File: src/rtl/paddle_pkg.sv
// -----------------------------------------------------------------------------
// paddle_pkg
// Shared types, widths and helpers for the paddle position generator.
//   accel_state_t : per-player hold-to-accelerate state
//   POS_W         : width of a paddle position / line-count register
//   CNT_W         : width of the held-frame counter
//   STEP_W        : width of a per-frame step value
//   clamp_pos()   : saturate an 11-bit signed intermediate into [0, max_pos]
// -----------------------------------------------------------------------------
package paddle_pkg;

    typedef enum logic [1:0] {
        IDLE = 2'd0,
        HOLD = 2'd1,
        FAST = 2'd2
    } accel_state_t;

    localparam int POS_W  = 9;
    localparam int CNT_W  = 4;
    localparam int STEP_W = 8;

    // Saturating conversion of a signed intermediate back to a position.
    function automatic logic [POS_W-1:0] clamp_pos(
        input logic signed [10:0] value,
        input logic [POS_W-1:0]   max_pos
    );
        logic [POS_W-1:0] result;
        if (value < 11'sd0) begin
            result = {POS_W{1'b0}};
        end else if (value > $signed({2'b00, max_pos})) begin
            result = max_pos;
        end else begin
            result = value[POS_W-1:0];
        end
        return result;
    endfunction

endpackage

File: src/rtl/paddle_channel.sv
// -----------------------------------------------------------------------------
// paddle_channel
// One player's paddle: accel FSM, position register, per-frame line countdown
// and the paddle-timing output.
// Ports:
//   clk_sys, reset      : system clock, synchronous active-low reset
//   i_vs_rise/i_hs_rise : single-cycle frame / line start strobes
//   i_up, i_down        : digital controls
//   i_analog_mode       : 1 = position taken from i_analog (forced 0 when the
//                         PADDLE_ANALOG_EN build option is off)
//   i_analog            : signed two's-complement stick axis
//   i_step_base/fast    : step sizes for normal and accelerated movement
//   o_line_hit          : high while the line countdown sits at zero
//   o_pos               : current position
// -----------------------------------------------------------------------------
module paddle_channel
    import paddle_pkg::*;
#(
    parameter logic [POS_W-1:0] POS_MAX      = 9'd255,
    parameter logic [POS_W-1:0] POS_INIT     = 9'd128,
    parameter logic [CNT_W-1:0] ACCEL_FRAMES = 4'd4
) (
    input  logic              clk_sys,
    input  logic              reset,
    input  logic              i_vs_rise,
    input  logic              i_hs_rise,
    input  logic              i_up,
    input  logic              i_down,
    input  logic              i_analog_mode,
    input  logic [7:0]        i_analog,
    input  logic [STEP_W-1:0] i_step_base,
    input  logic [STEP_W-1:0] i_step_fast,
    output logic              o_line_hit,
    output logic [POS_W-1:0]  o_pos
);

    accel_state_t      r_state;
    accel_state_t      w_state_nxt;
    logic [CNT_W-1:0]  r_cnt;
    logic [CNT_W-1:0]  w_cnt_nxt;
    logic [CNT_W-1:0]  w_cnt_inc;
    logic              r_dir_up;
    logic              w_dir_up_nxt;
    logic [POS_W-1:0]  r_pos;
    logic [POS_W-1:0]  w_pos_nxt;
    logic [POS_W-1:0]  r_cap;
    logic [POS_W-1:0]  w_cap_nxt;

    logic              w_has_dir;
    logic              w_up;
    logic [STEP_W-1:0] w_step;
    logic signed [10:0] w_pos_ext;
    logic signed [10:0] w_step_ext;
    logic signed [10:0] w_sum;
    logic signed [10:0] w_analog_ext;

    // Both or neither control pressed means no direction.
    assign w_has_dir = i_up ^ i_down;
    assign w_up      = i_up & ~i_down;

    // The move uses the state held before this frame's transition, so the
    // first frame of any press always moves by the base step.
    assign w_step     = (r_state == FAST) ? i_step_fast : i_step_base;
    assign w_pos_ext  = $signed({2'b00, r_pos});
    assign w_step_ext = $signed({3'b000, w_step});
    assign w_sum      = w_up ? (w_pos_ext - w_step_ext) : (w_pos_ext + w_step_ext);
    assign w_cnt_inc  = r_cnt + {{(CNT_W-1){1'b0}}, 1'b1};

    // Offset-binary stick mapping: -128 -> 0, 0 -> 128, 127 -> 255.
    assign w_analog_ext = $signed({3'b000, ~i_analog[7], i_analog[6:0]});

    assign o_line_hit = (r_cap == {POS_W{1'b0}});
    assign o_pos      = r_pos;

    // Accel FSM state register.
    always_ff @(posedge clk_sys) begin
        if (!reset) begin
            r_state  <= IDLE;
            r_cnt    <= {CNT_W{1'b0}};
            r_dir_up <= 1'b0;
        end else begin
            r_state  <= w_state_nxt;
            r_cnt    <= w_cnt_nxt;
            r_dir_up <= w_dir_up_nxt;
        end
    end

    // Accel FSM next state, advanced once per frame.
    always_comb begin
        w_state_nxt  = r_state;
        w_cnt_nxt    = r_cnt;
        w_dir_up_nxt = r_dir_up;
        if (!i_vs_rise) begin
            w_state_nxt = r_state;
        end else if (i_analog_mode || !w_has_dir) begin
            w_state_nxt = IDLE;
            w_cnt_nxt   = {CNT_W{1'b0}};
        end else begin
            case (r_state)
                IDLE: begin
                    w_state_nxt  = HOLD;
                    w_cnt_nxt    = {{(CNT_W-1){1'b0}}, 1'b1};
                    w_dir_up_nxt = w_up;
                end
                HOLD: begin
                    if (w_up == r_dir_up) begin
                        w_cnt_nxt = w_cnt_inc;
                        if (w_cnt_inc >= ACCEL_FRAMES) begin
                            w_state_nxt = FAST;
                        end else begin
                            w_state_nxt = HOLD;
                        end
                    end else begin
                        w_state_nxt  = HOLD;
                        w_cnt_nxt    = {{(CNT_W-1){1'b0}}, 1'b1};
                        w_dir_up_nxt = w_up;
                    end
                end
                FAST: begin
                    if (w_up == r_dir_up) begin
                        w_state_nxt = FAST;
                    end else begin
                        w_state_nxt  = HOLD;
                        w_cnt_nxt    = {{(CNT_W-1){1'b0}}, 1'b1};
                        w_dir_up_nxt = w_up;
                    end
                end
                default: begin
                    w_state_nxt = IDLE;
                    w_cnt_nxt   = {CNT_W{1'b0}};
                end
            endcase
        end
    end

    // Position update and line countdown; a frame start overrides a
    // coincident line start.
    always_comb begin
        w_pos_nxt = r_pos;
        w_cap_nxt = r_cap;
        if (i_vs_rise) begin
            w_cap_nxt = r_pos;
            if (i_analog_mode) begin
                w_pos_nxt = clamp_pos(w_analog_ext, POS_MAX);
            end else if (w_has_dir) begin
                w_pos_nxt = clamp_pos(w_sum, POS_MAX);
            end else begin
                w_pos_nxt = r_pos;
            end
        end else if (i_hs_rise && (r_cap != {POS_W{1'b0}})) begin
            w_cap_nxt = r_cap - {{(POS_W-1){1'b0}}, 1'b1};
        end else begin
            w_cap_nxt = r_cap;
        end
    end

    // Position and countdown registers; reset forces the output high.
    always_ff @(posedge clk_sys) begin
        if (!reset) begin
            r_pos <= POS_INIT;
            r_cap <= {POS_W{1'b0}};
        end else begin
            r_pos <= w_pos_nxt;
            r_cap <= w_cap_nxt;
        end
    end

endmodule

File: src/rtl/paddle_pos_gen.sv
// -----------------------------------------------------------------------------
// paddle_pos_gen
// Converts player controls into per-line paddle-timing inputs for the chip
// model (pinLPin / pinRPin), emulating the pot/RC charge delay as a line
// countdown from each player's captured position.
// Build option: PADDLE_ANALOG_EN enables analog-stick control via analog_sel;
// without it the analog ports are accepted but ignored.
// Ports:
//   clk_sys, reset        : system clock, synchronous active-low reset
//   hs, vs                : active-high syncs (edge detected internally)
//   speed                 : 1 = STEP_FAST, 0 = STEP_SLOW
//   p1_up .. p2_down      : digital controls
//   p1_analog, p2_analog  : signed stick Y axis
//   analog_sel            : 1 = analog control
//   lp_in, rp_in          : paddle-timing outputs
//   p1_pos, p2_pos        : current positions (debug / OSD)
// -----------------------------------------------------------------------------
module paddle_pos_gen
    import paddle_pkg::*;
#(
    parameter logic [POS_W-1:0]  POS_MAX      = 9'd255,
    parameter logic [POS_W-1:0]  POS_INIT     = 9'd128,
    parameter logic [STEP_W-1:0] STEP_SLOW    = 8'd5,
    parameter logic [STEP_W-1:0] STEP_FAST    = 8'd8,
    parameter logic [CNT_W-1:0]  ACCEL_FRAMES = 4'd4
) (
    input  logic             clk_sys,
    input  logic             reset,
    input  logic             hs,
    input  logic             vs,
    input  logic             speed,
    input  logic             p1_up,
    input  logic             p1_down,
    input  logic             p2_up,
    input  logic             p2_down,
    input  logic [7:0]       p1_analog,
    input  logic [7:0]       p2_analog,
    input  logic             analog_sel,
    output logic             lp_in,
    output logic             rp_in,
    output logic [POS_W-1:0] p1_pos,
    output logic [POS_W-1:0] p2_pos
);

    logic              r_hs_q;
    logic              r_vs_q;
    logic              w_hs_rise;
    logic              w_vs_rise;
    logic [STEP_W-1:0] w_step_base;
    logic [STEP_W-1:0] w_step_fast;
    logic              w_analog_mode;

    // Sync edge-detect delay registers.
    always_ff @(posedge clk_sys) begin
        if (!reset) begin
            r_hs_q <= 1'b0;
            r_vs_q <= 1'b0;
        end else begin
            r_hs_q <= hs;
            r_vs_q <= vs;
        end
    end

    assign w_hs_rise = hs & ~r_hs_q;
    assign w_vs_rise = vs & ~r_vs_q;

    // Accelerated step is base plus half of base (7 slow, 12 fast).
    assign w_step_base = speed ? STEP_FAST : STEP_SLOW;
    assign w_step_fast = w_step_base + (w_step_base >> 1);

`ifdef PADDLE_ANALOG_EN
    assign w_analog_mode = analog_sel;
`else
    logic w_unused_analog_sel;
    assign w_unused_analog_sel = analog_sel;
    assign w_analog_mode       = 1'b0;
`endif

    paddle_channel #(
        .POS_MAX      (POS_MAX),
        .POS_INIT     (POS_INIT),
        .ACCEL_FRAMES (ACCEL_FRAMES)
    ) u_p1 (
        .clk_sys       (clk_sys),
        .reset         (reset),
        .i_vs_rise     (w_vs_rise),
        .i_hs_rise     (w_hs_rise),
        .i_up          (p1_up),
        .i_down        (p1_down),
        .i_analog_mode (w_analog_mode),
        .i_analog      (p1_analog),
        .i_step_base   (w_step_base),
        .i_step_fast   (w_step_fast),
        .o_line_hit    (lp_in),
        .o_pos         (p1_pos)
    );

    paddle_channel #(
        .POS_MAX      (POS_MAX),
        .POS_INIT     (POS_INIT),
        .ACCEL_FRAMES (ACCEL_FRAMES)
    ) u_p2 (
        .clk_sys       (clk_sys),
        .reset         (reset),
        .i_vs_rise     (w_vs_rise),
        .i_hs_rise     (w_hs_rise),
        .i_up          (p2_up),
        .i_down        (p2_down),
        .i_analog_mode (w_analog_mode),
        .i_analog      (p2_analog),
        .i_step_base   (w_step_base),
        .i_step_fast   (w_step_fast),
        .o_line_hit    (rp_in),
        .o_pos         (p2_pos)
    );

endmodule
File: config.mk
export PLATFORM = sky130hd
export DESIGN_NAME = paddle_pos_gen
export DESIGN_NICKNAME = d
export VERILOG_FILES = /design/src/rtl/paddle_pkg.sv /design/src/rtl/paddle_channel.sv /design/src/rtl/paddle_pos_gen.sv
export SDC_FILE = /design/constraint.sdc
export NUM_CORES = 1
export LEC_CHECK = 0
export CAP_MARGIN = 0
export CORE_ASPECT_RATIO = 0.75
export CORE_UTILIZATION = 57
export CTS_CLUSTER_DIAMETER = 150
export CTS_CLUSTER_SIZE = 12
export DETAILED_ROUTE_END_ITERATION = 10
export HOLD_SLACK_MARGIN = 0.05
export PLACE_DENSITY = 0.84
export SLEW_MARGIN = 20
export SYNTH_ARGS = -nofsm -noshare
export SYNTH_HDL_FRONTEND = slang
export SYNTH_SLANG_ARGS = --single-unit
File: constraint.sdc
create_clock -name clk_sys -period 3.2 [get_ports clk_sys]
set_input_delay 0.64 -clock clk_sys [delete_from_list [all_inputs] [get_ports clk_sys]]
set_output_delay 0.64 -clock clk_sys [all_outputs]
set_load 0.1 [all_outputs]
Word level (Yosys, flattened, before mapping)
Index checks and enable logic that the tools add are counted.
- register bits after elaboration: 52
- latch bits: 0
- bits in writable memories: 0
- memory bits (read-only): 0
- input bits: 26
- output and inout port bits: 20
- logic and storage cells: 102
- memories: 0
- $add $sub $neg: 9
- multipliers: 0
- div/mod/pow operators: 0
- magnitude comparators: 6
- equal/unequal tests: 10
- shift-type cells: 0
- mux-type cells: 35
- bitwise gates (word level): 10
- reduce and logical (&&, ||, !) cells: 20
- operators with widths (cell ; count):
    $mux W9 ; 8
    $mux W4 ; 7
    $pmux W4 S3 ; 2
    $gt A11 B9 Y1 const B ; 2
    $lt A11 B1 Y1 const B ; 2
    $mux W11 ; 2
    $add A9 B8 Y10 ; 2
    $sub A9 B8 Y10 ; 2
    $logic_not A9 Y1 ; 2
    $reduce_bool A9 Y1 ; 2
    $sub A9 B1 Y9 const B ; 2
    $mux W2 ; 8
    $pmux W2 S3 ; 2
    $mux W5 ; 2
    $add A4 B1 Y4 const B ; 2
    $ge A4 B3 Y1 const B ; 2
    $reduce_and A2 Y1 ; 4
    $reduce_and A4 Y1 ; 2
    $reduce_bool A2 Y1 ; 4
    $ne A3 B3 Y1 const B ; 2
    $add A4 B3 Y5 ; 1
    $and A1 B1 Y1 ; 4
    $eq A2 B1 Y1 const B ; 2
    $eq A2 B2 Y1 const B ; 2
    other kinds (9) ; 20

Depth between registers and ports, before layout
Gate-level depths: netlist (run 1).
- depth after elaboration: 8
- gate-level depth with buffers: 11

Modules after synthesis
From an unflattened synthesis (run 1), not the netlist that was laid out.
- cells, all modules: 576
- area total of the unflattened synthesis: 4448.0 sq um
- by module, submodules not included (module ; times used ; cells each ; area each (sq um) ; sequential area each (sq um)):
    paddle_channel at u_p1 ; 1 ; 286 ; 2192.1 ; 500.5
    paddle_channel at u_p2 ; 1 ; 281 ; 2164.6 ; 500.5
    paddle_pos_gen ; 1 ; 9 ; 91.3 ; 40.0

Least setup slack after synthesis (run 1)
OpenSTA, ideal clock, no wires.
- kind: register to register
- start point: register u_p1.r_pos[0], in the netlist u_p1.o_pos[0]
- end point: register u_p1.r_pos[3], in the netlist u_p1.o_pos[3]
- arrival: 2.964 ns
- required time: 3.077 ns
- setup slack: 0.113 ns
- stages on the path, launching flop included: 10
- period minus slack after synthesis: 3.087 ns
- cell sequence: dfxtp_1 ha_1 inv_1 fa_1 nand2b_1 a2111oi_2 a22o_1 o211ai_4 a221oi_1 nor2_1
- word-level cells in the longest chain between the ends: 5
- elaborated cells between the ends (all ways): 7
- those cells by class: 2 x add/sub; 2 x order compare; 3 x mux
- ends and longest elaborated chain (item ; line ; text):
    start: declaration ; paddle_channel.sv:44 ; logic [POS_W-1:0] r_pos;
    start signal: assignment ; paddle_channel.sv:163 ; r_pos <= w_pos_nxt;
    $add A9 B8 Y10 or $sub A9 B8 Y10 (tied branches) ; paddle_channel.sv:66 ; assign w_sum = w_up ? (w_pos_ext - w_step_ext) : (w_pos_ext + w_step_ext);
    $mux W11 (*) ; paddle_channel.sv:66 ;
    $gt A11 B9 Y1 ; paddle_pkg.sv:30 ; end else if (value > $signed({2'b00, max_pos})) begin
    $mux W9 ; paddle_pkg.sv:30 ;
    $mux W9 (*) ; paddle_pkg.sv:28 ; if (value < 11'sd0) begin
Every way passes the cells marked *; elsewhere a longest branch is shown, timed or not.
A chain may end at the register's enable or synchronous reset.

Worst setup path after layout (run 1)
- start point: input speed
- end point: register u_p1.r_pos[7], in the netlist u_p1.o_pos[7]
- word-level cells in the longest chain between the ends: 8
- elaborated cells between the ends (all ways): 10
- those cells by class: 3 x add/sub; 2 x order compare; 5 x mux
- ends and longest elaborated chain (item ; line ; text):
    start: declaration ; paddle_pos_gen.sv:31 ; input logic speed,
    $mux W4 (*) ; paddle_pos_gen.sv:68 ; assign w_step_base = speed ? STEP_FAST : STEP_SLOW;
    $add A4 B3 Y5 ; paddle_pos_gen.sv:69 ; assign w_step_fast = w_step_base + (w_step_base >> 1);
    $mux W5 (*) ; paddle_channel.sv:63 ; assign w_step = (r_state == FAST) ? i_step_fast : i_step_base;
    $add A9 B8 Y10 or $sub A9 B8 Y10 (tied branches) ; paddle_channel.sv:66 ;
    $mux W11 (*) ; paddle_channel.sv:66 ;
    $gt A11 B9 Y1 ; paddle_pkg.sv:30 ;
    $mux W9 ; paddle_pkg.sv:30 ;
    $mux W9 (*) ; paddle_pkg.sv:28 ;
Marks and branches as above.

==> impl_metrics.csv, run 1 <==
group,metric,value,unit
place,numPortBuffers,28,
min_path,worstHoldPathType,"reg -> reg",
cts,cts.sinks,52,
power,power_frac_comb,32.3,%
critical_path,reg2reg_slack,440,ps
yosys,synth.area.top_cells,"dfxtp_1 (28%), ha_1 (11%), a21oi_1 (4.4%)",
yosys,synth.largest_area_cell,"dfxtp_1",
floorplan,design.core.area,6350,um^2
power,power.leakage,1.75,nW
timing,fin_worst_skew,10.8,ps
timing,slew_headroom,61.8,%
yosys,syn_area_per_cell,8.10,um^2
timing,hold_ws,498,ps
cts,cts-resized-gates,0,
final_layout,n_fill_cell,525,
cts,clockBufferDepth,2,
timing,rsz0062_at_grt,"no",
power,power_density,391,nW/um^2
power,vdd_drop_max,0.000200,V
route,wl_per_cell,15.2,um
timing,fmax,0.329,GHz
yosys,yosysMostFrequentCell,"dfxtp_1",
final_layout,diodes,0,
floorplan,die_y,72.4,um
global_routing,grt_pass1_wl,15.2,mm
floorplan,num_rows,25,
final_layout,multi_input_area,2520,um^2
cts,root_buffer,"clkbuf_8",
floorplan,die-area,6940,um^2
global_routing,antenna_found_initial,0,
timing,worstMarginPinSlew,567,ps
global_routing,gr-total-overflow,0,
route,dr.first_iter.drc_count,277,
yosys,synth_fp_nets,527,
place,dp_hpwl,6.74,mm
global_routing,grt_max_degree,30,
yosys,synth_edf_count,0,
floorplan,die-width,95.9,um
route,vias,3494,
critical_path,cp.required,3410,ps
yosys,ys_warn_count,0,
timing,period_minus_slack,3040,ps
critical_path,cpPeakStageDelay,430,ps
critical_path,start_kind,"input port",
critical_path,path_buf_inv,3,
power,internal_power,1.04,mW
place,place_congestion,0.942,
route,ant_nets,0,
floorplan,io-pin-count,46,
power,seq_power_share,44.0,%
critical_path,critPathSlowestCell,"clkdlybuf4s50_1",
timing,setup_violations,0,
critical_path,crit_family,"compound AO/OA/AOI/OAI gates",
final_layout,area_growth,14.0,%
critical_path,crit_path_end_kind,"flip-flop",
yosys,synthCells,465,
yosys,ys_seq_area_share,27.6,%
job,cap_violations,0,
global_routing,grt_util_all_layers,27.8,%
yosys,netlist_area,3770,um^2
global_routing,first_global_vias,3232,
critical_path,criticalPathCategory,"in -> reg",
route,drc,0,
route,vias_per_cell,5.93,
final_layout,area.sequential,1040,um^2
yosys,synth_cell_types,68,
power,finalPower,1.68,mW
cts,post_cts_buffers,0,
power,clkPwrFrac,23.7,%
cts,path_clk_slew,100,ps
timing,fin_crit_sh,95.0,%
route,totalWireLength,8.93,mm
yosys,synth_ff_type,"dfxtp_1",
final_layout,fin_area,4300,um^2
power,p_sw,637,uW
critical_path,crit_fanout,10,
yosys,synth_seq_cells,52,
timing,final_hold_viol_count,0,
outcome,status,"finished, final reports clean",
yosys,synth_top_area_share,27.6,%
cts,cts_made_buffers,5,
final_layout,final_layout_size_suffix_gt1_share,13.6,%
critical_path,cp_data_arrival_time,3250,ps
yosys,async_flop_share,0,%
yosys,synth_common_cells,"dfxtp_1 (52), nand2_1 (44), inv_1 (38)",
cts,cts_max_level,2,
power,p_sw_share,37.9,%
critical_path,cp_cell_sequence,"clkdlybuf4s50_1 -> inv_2 -> ha_1 -> inv_1 -> fa_1 -> nand2b_1 -> a2111oi_2 -> a22o_1 -> o211ai_4 -> a211oi_1 -> o31ai_1",
place,placedInstanceArea,4200,um^2
cts,cts_tree,"yes",
cts,clock_latency,310,ps
floorplan,start_util,59.3,%
final_layout,layout.nets,569,
route,drtPass1Iterations,5,
cts,cts-hold-fix-buffers,0,
timing,report.final.slew_viol_count,0,
[power by group through the flow]
stage                     sequential, mW  clock [mW]  combinational (mW)
after global routing               0.744       0.425               0.591
after global placement             0.749           0               0.517
after CTS                          0.737       0.404               0.537
final                              0.738       0.398               0.542
after detailed placement           0.752           0               0.532
after floorplan                    0.819           0               0.331
[per-stage QoR]
stage	TNS, ps	instances	util [%]	worst slack (ps)
5_1_grt	0	589	67.6	35.3
6_report	0	589	67.6	160
2_1_floorplan	0	465	-	113
3_3_place_gp	-1480	581	66.1	-139
4_1_cts	0	589	67.6	107
3_5_place_dp	-2490	581	66.1	-217
[worst reg2reg max path, stage by stage, from the launching register on]
cell	delay [ps]
dfxtp_1	410
inv_1	100
ha_1	240
nand2b_1	180
ha_1	370
nand2b_1	120
a2111oi_2	430
a22o_1	240
o211ai_4	140
a211oi_1	310
o31ai_1	100
[cell type report]
cell class | instances | area share, %
Clock buffer | 5 | 1.60
Clock inverter | 3 | 0.583
Inverter | 39 | 3.41
Multi-Input combinational cell | 359 | 58.6
Sequential cell | 52 | 24.2
Tap cell | 81 | 2.36
Timing Repair Buffer | 50 | 9.20
[logic make-up after synthesis]
group | share of synthesized area [%]
and+or+nand+nor | 21.3
AOI/OAI and AO/OA | 26.0
buffers and inverters | 5.68
DFF | 27.6
adders and majority gates | 12.8
xor gates and xnor gates | 5.58
muxes | 1.06
[flip-flops by register name, indices dropped and copies added, names as in the netlist]
name	cells
u_p1.o_pos	9
u_p1.r_state	2
r_hs_q	1
u_p2.r_state	2
u_p2.o_pos	9
u_p2.r_cnt	4
u_p1.r_cap	9
r_vs_q	1
u_p2.r_cap	9
u_p1.r_cnt	4
u_p2.r_dir_up	1
u_p1.r_dir_up	1
[path summary, 6_finish.rpt]
check                           cells after the start                          from                         end
worst max register to register                     10  u_p1.r_state[0]$_SDFFE_PN0P_  u_p1.o_pos[7]$_SDFFE_PN1P_
worst min-delay path                                2    u_p2.r_cnt[1]$_SDFFE_PN0P_  u_p2.r_cnt[1]$_SDFFE_PN0P_
worst min register to register                      2    u_p2.r_cnt[1]$_SDFFE_PN0P_  u_p2.r_cnt[1]$_SDFFE_PN0P_
worst max-delay path                               11                         speed  u_p1.o_pos[7]$_SDFFE_PN1P_
[metal layers]
layer	wire length (um)	vias to the layer above	track usage [%]
met4	104	0	6.47
met1	4220	1621	38.8
met5	0	-	0
li1	-	1750	-
met2	4080	110	45.3
met3	524	13	4.30
[placed cells by master, fill, tap and decap left out, types with 5 or more instances in the layout]
master and count:
dfxtp_1 52, nand2_1 44, buf_4 42, inv_1 37
nor2_1 33, o21ai_0 32, a21oi_1 32, ha_1 32
xnor2_1 14, nor2b_1 14, a211oi_1 12, nand3_1 12
nand2b_1 11, xor2_1 10, nor3_1 10, o211ai_1 8
clkdlybuf4s50_1 8, o21ai_1 5, a22oi_1 5, clkbuf_8 5
No activity file was read; power rests on OpenSTA's default activity.
==> run 2, diff against run 1 <==
--- a/config.mk
+++ b/config.mk
@@ -5,14 +5,13 @@
 export SDC_FILE = /design/constraint.sdc
 export NUM_CORES = 1
 export LEC_CHECK = 0
-export CAP_MARGIN = 0
 export CORE_ASPECT_RATIO = 0.75
-export CORE_UTILIZATION = 57
+export CORE_UTILIZATION = 61
 export CTS_CLUSTER_DIAMETER = 150
 export CTS_CLUSTER_SIZE = 12
 export DETAILED_ROUTE_END_ITERATION = 10
 export HOLD_SLACK_MARGIN = 0.05
-export PLACE_DENSITY = 0.84
+export PLACE_DENSITY = 0.89
 export SLEW_MARGIN = 20
 export SYNTH_ARGS = -nofsm -noshare
 export SYNTH_HDL_FRONTEND = slang
==> constraint.sdc (replaced) <==
create_clock -name clk_sys -period 3.5 [get_ports clk_sys]
set_input_delay 0.7 -clock clk_sys [delete_from_list [all_inputs] [get_ports clk_sys]]
set_output_delay 0.7 -clock clk_sys [all_outputs]
set_load 0.1 [all_outputs]
==> run 2 against run 1 <==
Against the previous run:
- clock skew up 3.6 ps
- via count about the same
- count of clock-buffer cells in the layout unchanged
- first-iteration DRC count down 21%
- critical path type unchanged
- sequential power down 8.5%
- largest cell class unchanged
- flip-flop and latch count unchanged
- largest power group unchanged
- final area down 0.23%
- highest routed layer unchanged
==> impl_metrics.csv, run 2 (synthesis results as in run 1) <==
group,metric,value,unit
outcome,status,"finished, final reports clean",
job,cap_violations,0,
power,power.leakage,1.73,nW
cts,clockBufferDepth,2,
timing,fmax,0.313,GHz
final_layout,multi_input_area,2510,um^2
global_routing,antenna_found_initial,0,
cts,cts_made_buffers,5,
route,totalWireLength,9.20,mm
timing,fin_worst_skew,14.4,ps
critical_path,cp_data_arrival_time,3410,ps
cts,cts_tree,"yes",
timing,report.final.slew_viol_count,0,
cts,clock_latency,320,ps
critical_path,criticalPathCategory,"in -> reg",
floorplan,die_y,70.1,um
global_routing,grt_max_degree,29,
critical_path,cp_cell_sequence,"clkdlybuf4s50_1 -> inv_1 -> ha_1 -> inv_1 -> fa_1 -> nand2b_1 -> a2111oi_2 -> a221o_1 -> buf_4 -> nand2_1 -> a211oi_1",
floorplan,start_util,64.0,%
final_layout,area.sequential,1040,um^2
place,pre_cts_ws,-6.70,ps
place,place_congestion,0.923,
timing,fin_crit_sh,91.2,%
place,numPortBuffers,28,
critical_path,start_kind,"input port",
route,drtPass1Iterations,4,
min_path,hold_path_depth,2,
timing,period_minus_slack,3190,ps
power,vdd_drop_max,0.000210,V
timing,slew_headroom,35.8,%
global_routing,grt_util_all_layers,29.4,%
timing,rsz0062_at_grt,"no",
global_routing,first_global_vias,3352,
route,vias_per_cell,6.03,
cts,cts.sinks,52,
timing,final_hold_viol_count,0,
floorplan,die-width,92.7,um
floorplan,design.core.area,5890,um^2
route,dr.first_iter.drc_count,220,
critical_path,reg2reg_depth,10,
place,dp_hpwl,6.69,mm
floorplan,io-pin-count,46,
global_routing,gr-total-overflow,0,
place,placedInstanceArea,4150,um^2
final_layout,final_layout_size_suffix_gt1_share,11.2,%
final_layout,diodes,0,
critical_path,crit_path_end_kind,"flip-flop",
final_layout,fin_util,72.8,%
final_layout,area_growth,13.7,%
final_layout,final_cell_mix,"dfxtp_1 (52), nand2_1 (44), inv_1 (38)",
cts,path_clk_slew,100,ps
critical_path,crit_fanout,7,
critical_path,cp.required,3720,ps
cts,cts_max_level,2,
final_layout,final_cells,579,
final_layout,layout.nets,562,
route,ant_nets,0,
min_path,worstHoldPathType,"reg -> reg",
final_layout,final_common_cell,"dfxtp_1",
route,wl_per_cell,15.9,um
critical_path,critPathSlowestCell,"a2111oi_2",
timing,worstMarginPinSlew,959,ps
critical_path,path_common_cell,"inv_1",
place,place_inst,571,
power,power_density,389,nW/um^2
timing,setup_violations,0,
global_routing,grt_pass1_wl,15.3,mm
cts,root_buffer,"clkbuf_8",
floorplan,num_rows,24,
floorplan,die-area,6500,um^2
route,vias,3492,
route,drc,0,
cts,post_cts_buffers,0,
timing,layout_setup_ws,308,ps
final_layout,n_fill_cell,475,
timing,hold_ws,479,ps
final_layout,fin_area,4290,um^2
critical_path,cpPeakStageDelay,430,ps
cts,cts-resized-gates,0,
cts,cts-hold-fix-buffers,0,
## run 2: layout make-up
class	instances	area share [%]
Timing Repair Buffer	43	8.18
Tap cell	78	2.28
Clock buffer	5	1.61
Inverter	39	3.42
Sequential cell	52	24.3
Multi-Input combinational cell	359	58.6
Clock inverter	3	1.61
## run 2: final timing paths
kind                                start                    endpoint  slack (ps)
max                                 speed  u_p1.o_pos[5]$_SDFFE_PN0P_         310
min            u_p2.r_cnt[1]$_SDFFE_PN0P_  u_p2.r_cnt[1]$_SDFFE_PN0P_         480
max reg2reg  u_p1.r_state[0]$_SDFFE_PN0P_  u_p1.o_pos[5]$_SDFFE_PN0P_         640
min reg2reg    u_p2.r_cnt[1]$_SDFFE_PN0P_  u_p2.r_cnt[1]$_SDFFE_PN0P_         480
## run 2: through the flow
| stage | power (mW) | setup TNS (ps) |
|---|---|---|
| final | 1.67 | 0 |
| after floorplan | 1.05 | 0 |
| after detailed placement | 1.17 | -6.70 |
| after global routing | 1.74 | 0 |
| after CTS | 1.66 | 0 |
| after global placement | 1.15 | 0 |
## run 2: where the power goes
group	leakage [nW]	switching [mW]	internal (mW)
Combinational	1.24	0.318	0.172
Clock	0.0687	0.212	0.288
Sequential	0.425	0.0478	0.627
Total	1.73	0.578	1.09
## run 2: layer usage
metal | routed length [um] | GRT usage, %
met2 | 4370 | 50.0
met3 | 388 | 4.36
met1 | 4330 | 39.0
met4 | 115 | 7.18
met5 | 0 | 0
## run 2: worst max-delay path: cells and delay by family
kind	cells	cell delay [ps]
AOI/OAI and AO/OA	3	1040
buffers and inverters	4	810
and+or+nand+nor	2	270
adders and majority gates	2	580
==> run 3, diff against run 2 <==
--- a/config.mk
+++ b/config.mk
@@ -6,13 +6,14 @@
 export NUM_CORES = 1
 export LEC_CHECK = 0
 export CORE_ASPECT_RATIO = 0.75
-export CORE_UTILIZATION = 61
+export CORE_UTILIZATION = 63
 export CTS_CLUSTER_DIAMETER = 150
 export CTS_CLUSTER_SIZE = 12
 export DETAILED_ROUTE_END_ITERATION = 10
 export HOLD_SLACK_MARGIN = 0.05
-export PLACE_DENSITY = 0.89
+export PLACE_DENSITY = 0.87
 export SLEW_MARGIN = 20
 export SYNTH_ARGS = -nofsm -noshare
 export SYNTH_HDL_FRONTEND = slang
+export SYNTH_HIERARCHICAL = 1
 export SYNTH_SLANG_ARGS = --single-unit
==> run 3 against run 2 <==
Against the previous run:
- worst setup slack got worse by 260 ps
- final cell count rose by 29%
- first-iteration DRC count rose by 59%
- clock power fell by 17%
- non-clock buffer count rose by 29
- via count rose by 27%
- register-to-register slack got worse by 450 ps
- count of clock-buffer cells in the layout did not move
==> impl_metrics.csv, run 3 <==
group,metric,value,unit
route,totalWireLength,11.5,mm
final_layout,diodes,0,
critical_path,cp_cell_sequence,"clkdlybuf4s50_1 -> inv_2 -> mux2_2 -> ha_1 -> fa_1 -> o21bai_1 -> nand2_1 -> a221oi_2 -> a211oi_1 -> mux2_4 -> o211a_1 -> o21a_1",
power,p_sw,798,uW
critical_path,cp_data_arrival_time,3650,ps
global_routing,grt_max_degree,44,
yosys,netlist_area,4450,um^2
power,seq_power_share,35.4,%
critical_path,critPathSlowestCell,"clkdlybuf4s50_1",
yosys,synth_ff_type,"dfxtp_1",
yosys,yosysMostFrequentCell,"a21oi_1",
yosys,synth_common_cells,"a21oi_1 (70), o21ai_0 (54), dfxtp_1 (52)",
yosys,syn_area_per_cell,7.72,um^2
yosys,ys_warn_count,6,
power,internal_power,1.17,mW
route,drc,0,
cts,path_clk_slew,90,ps
yosys,ys_seq_area_share,23.4,%
yosys,synth_cell_types,59,
power,clkPwrFrac,21.2,%
global_routing,first_global_vias,3984,
yosys,synth-compound-area-share,26.1,%
final_layout,layout.nets,740,
place,place_congestion,0.909,
route,wl_per_cell,15.3,um
final_layout,final_layout_size_suffix_gt1_share,14.9,%
power,power_density,368,nW/um^2
floorplan,io-pin-count,46,
cts,cts-hold-fix-buffers,0,
global_routing,antenna_found_initial,0,
timing,final_hold_viol_count,0,
final_layout,fin_util,78.3,%
power,vdd_drop_max,0.000178,V
floorplan,design.core.area,6830,um^2
global_routing,grt_util_all_layers,30.6,%
timing,worstMarginPinSlew,975,ps
floorplan,die_y,74.8,um
timing,report.final.slew_viol_count,0,
cts,clock_latency,310,ps
critical_path,start_kind,"input port",
yosys,synth_top_area_share,23.4,%
critical_path,path_buf_inv,2,
timing,setup_violations,0,
yosys,synthCells,576,
floorplan,start_util,65.1,%
final_layout,n_fill_cell,502,
cts,clockBufferDepth,2,
critical_path,crit_fanout,8,
cts,cts_made_buffers,5,
critical_path,crit_family,"compound AO/OA/AOI/OAI gates",
min_path,worstHoldPathType,"reg -> reg",
final_layout,final_cells,747,
final_layout,area_growth,20.2,%
cts,root_buffer,"clkbuf_8",
outcome,status,"finished, final reports clean",
place,place_inst,738,
global_routing,grt_pass1_wl,18.0,mm
power,p_sw_share,40.6,%
final_layout,final_cell_mix,"a21oi_1 (69), o21ai_0 (53), dfxtp_1 (52)",
critical_path,crit_path_end_kind,"flip-flop",
job,cap_violations,0,
power,power_frac_comb,43.5,%
route,dr.first_iter.drc_count,349,
yosys,synth_edf_count,0,
yosys,synth_top_family_by_area,"compound AO/OA/AOI/OAI gates",
yosys,synth_seq_cells,52,
timing,fmax,0.290,GHz
floorplan,die-width,99.0,um
place,numPortBuffers,44,
timing,hold_ws,509,ps
power,finalPower,1.97,mW
route,vias,4424,
route,drtPass1Iterations,5,
route,vias_per_cell,5.92,
critical_path,criticalPathCategory,"in -> reg",
timing,fin_worst_skew,7.63,ps
timing,fin_crit_sh,98.5,%
cts,cts_max_level,2,
place,dp_hpwl,8.74,mm
critical_path,cp.required,3710,ps
yosys,async_flop_share,0,%
cts,cts_tree,"yes",
yosys,synth-xor-area-share,5.71,%
yosys,synth-simple-area-share,18.1,%
yosys,synth.largest_area_cell,"dfxtp_1",
global_routing,gr-total-overflow,0,
floorplan,num_rows,26,
timing,period_minus_slack,3450,ps
yosys,synth-adder-area-share,15.3,%
cts,cts.sinks,52,
timing,setup_tns,0,ps
yosys,synth.area.top_cells,"dfxtp_1 (23%), ha_1 (14%), a21oi_1 (7.9%)",
timing,slew_headroom,34.8,%
floorplan,die-area,7400,um^2
critical_path,cpPeakStageDelay,490,ps
final_layout,final_common_cell,"a21oi_1",
power,power.leakage,2.27,nW
yosys,synthMuxAreaShare,5.32,%
route,ant_nets,0,
[run 3: cell count changes after synthesis, moves of 7 or more]
cell | previous run | this run
nor2_1 | 33 | 46
a21oi_1 | 33 | 70
and2_1 | 4 | 11
mux2_2 | 0 | 17
inv_1 | 38 | 48
o21ai_0 | 33 | 54
o211ai_1 | 8 | 1
ha_1 | 32 | 48
[run 3: metal layers]
layer / vias up / part of all wire (%) / GRT usage, %
met5: - / 0 / 0
met3: 13 / 4.8 / 3.25
met1: 2098 / 47 / 41.1
li1: 2171 / - / -
met2: 142 / 47 / 53.5
met4: 0 / 1.2 / 8.13
[run 3: cell type report]
class / count / area (um^2) / share of cell area [%]
clock buffers: 5 / 68.8 / 1.29
clock inverters: 3 / 42.5 / 0.796
inverters: 49 / 184 / 3.44
multi-input cells: 482 / 3300 / 61.8
flip-flops and latches: 52 / 1040 / 19.5
well taps: 84 / 105 / 1.97
repair buffers: 72 / 603 / 11.3
[run 3: stage by stage]
step / cell area (um^2) / setup slack [ps]
2_1_floorplan: 4560 / 114
3_3_place_gp: 5180 / -239
3_5_place_dp: 5180 / -359
4_1_cts: 5300 / 3.62
5_1_grt: 5350 / -6.72
6_report: 5350 / 52.7
[run 3: power by group through the flow]
stage                     combinational [mW]  sequential [mW]  clock (mW)
after floorplan                        0.497            0.813           0
after global placement                 0.792            0.704           0
after detailed placement               0.815            0.707           0
after CTS                              0.821            0.693       0.419
after global routing                   0.919            0.701       0.447
final                                  0.855            0.696       0.417
[run 3: path summary, 6_finish.rpt]
| path | start | end | slack, ps | cells after the start |
|---|---|---|---|---|
| hold reg to reg | u_p2/r_cnt[0]$_SDFFE_PN0P_ | u_p2/r_cnt[0]$_SDFFE_PN0P_ | 510 | 2 |
| hold / removal | u_p2/r_cnt[0]$_SDFFE_PN0P_ | u_p2/r_cnt[0]$_SDFFE_PN0P_ | 510 | 2 |
| setup reg to reg | u_p1/r_state[0]$_SDFFE_PN0P_ | u_p1/o_pos[2]$_SDFFE_PN0P_ | 190 | 12 |
| setup / recovery | speed | u_p1/o_pos[2]$_SDFFE_PN0P_ | 50 | 12 |
[run 3: what timing repair did]
item / 4_1_cts / 5_1_grt
endpoints found under the setup margin: 2 / 15
resized for setup: 1 / 11
pin swaps: 0 / 4
buffers inserted: 0 / 1
[run 3: logic make-up (layout without fill, tap and decap cells)]
group | Yosys count | count (layout)
simple gates | 161 | 161
flops | 52 | 52
fa+ha+maj | 52 | 52
compound gates | 191 | 191
other cells | 2 | 28
mux | 21 | 21
xor+xnor | 29 | 29
buf+inv | 68 | 129
[run 3: worst min-delay path: stages (launching register included)]
cell     delay, ps
dfxtp_1        350
nand2_1         70
a21oi_1         50
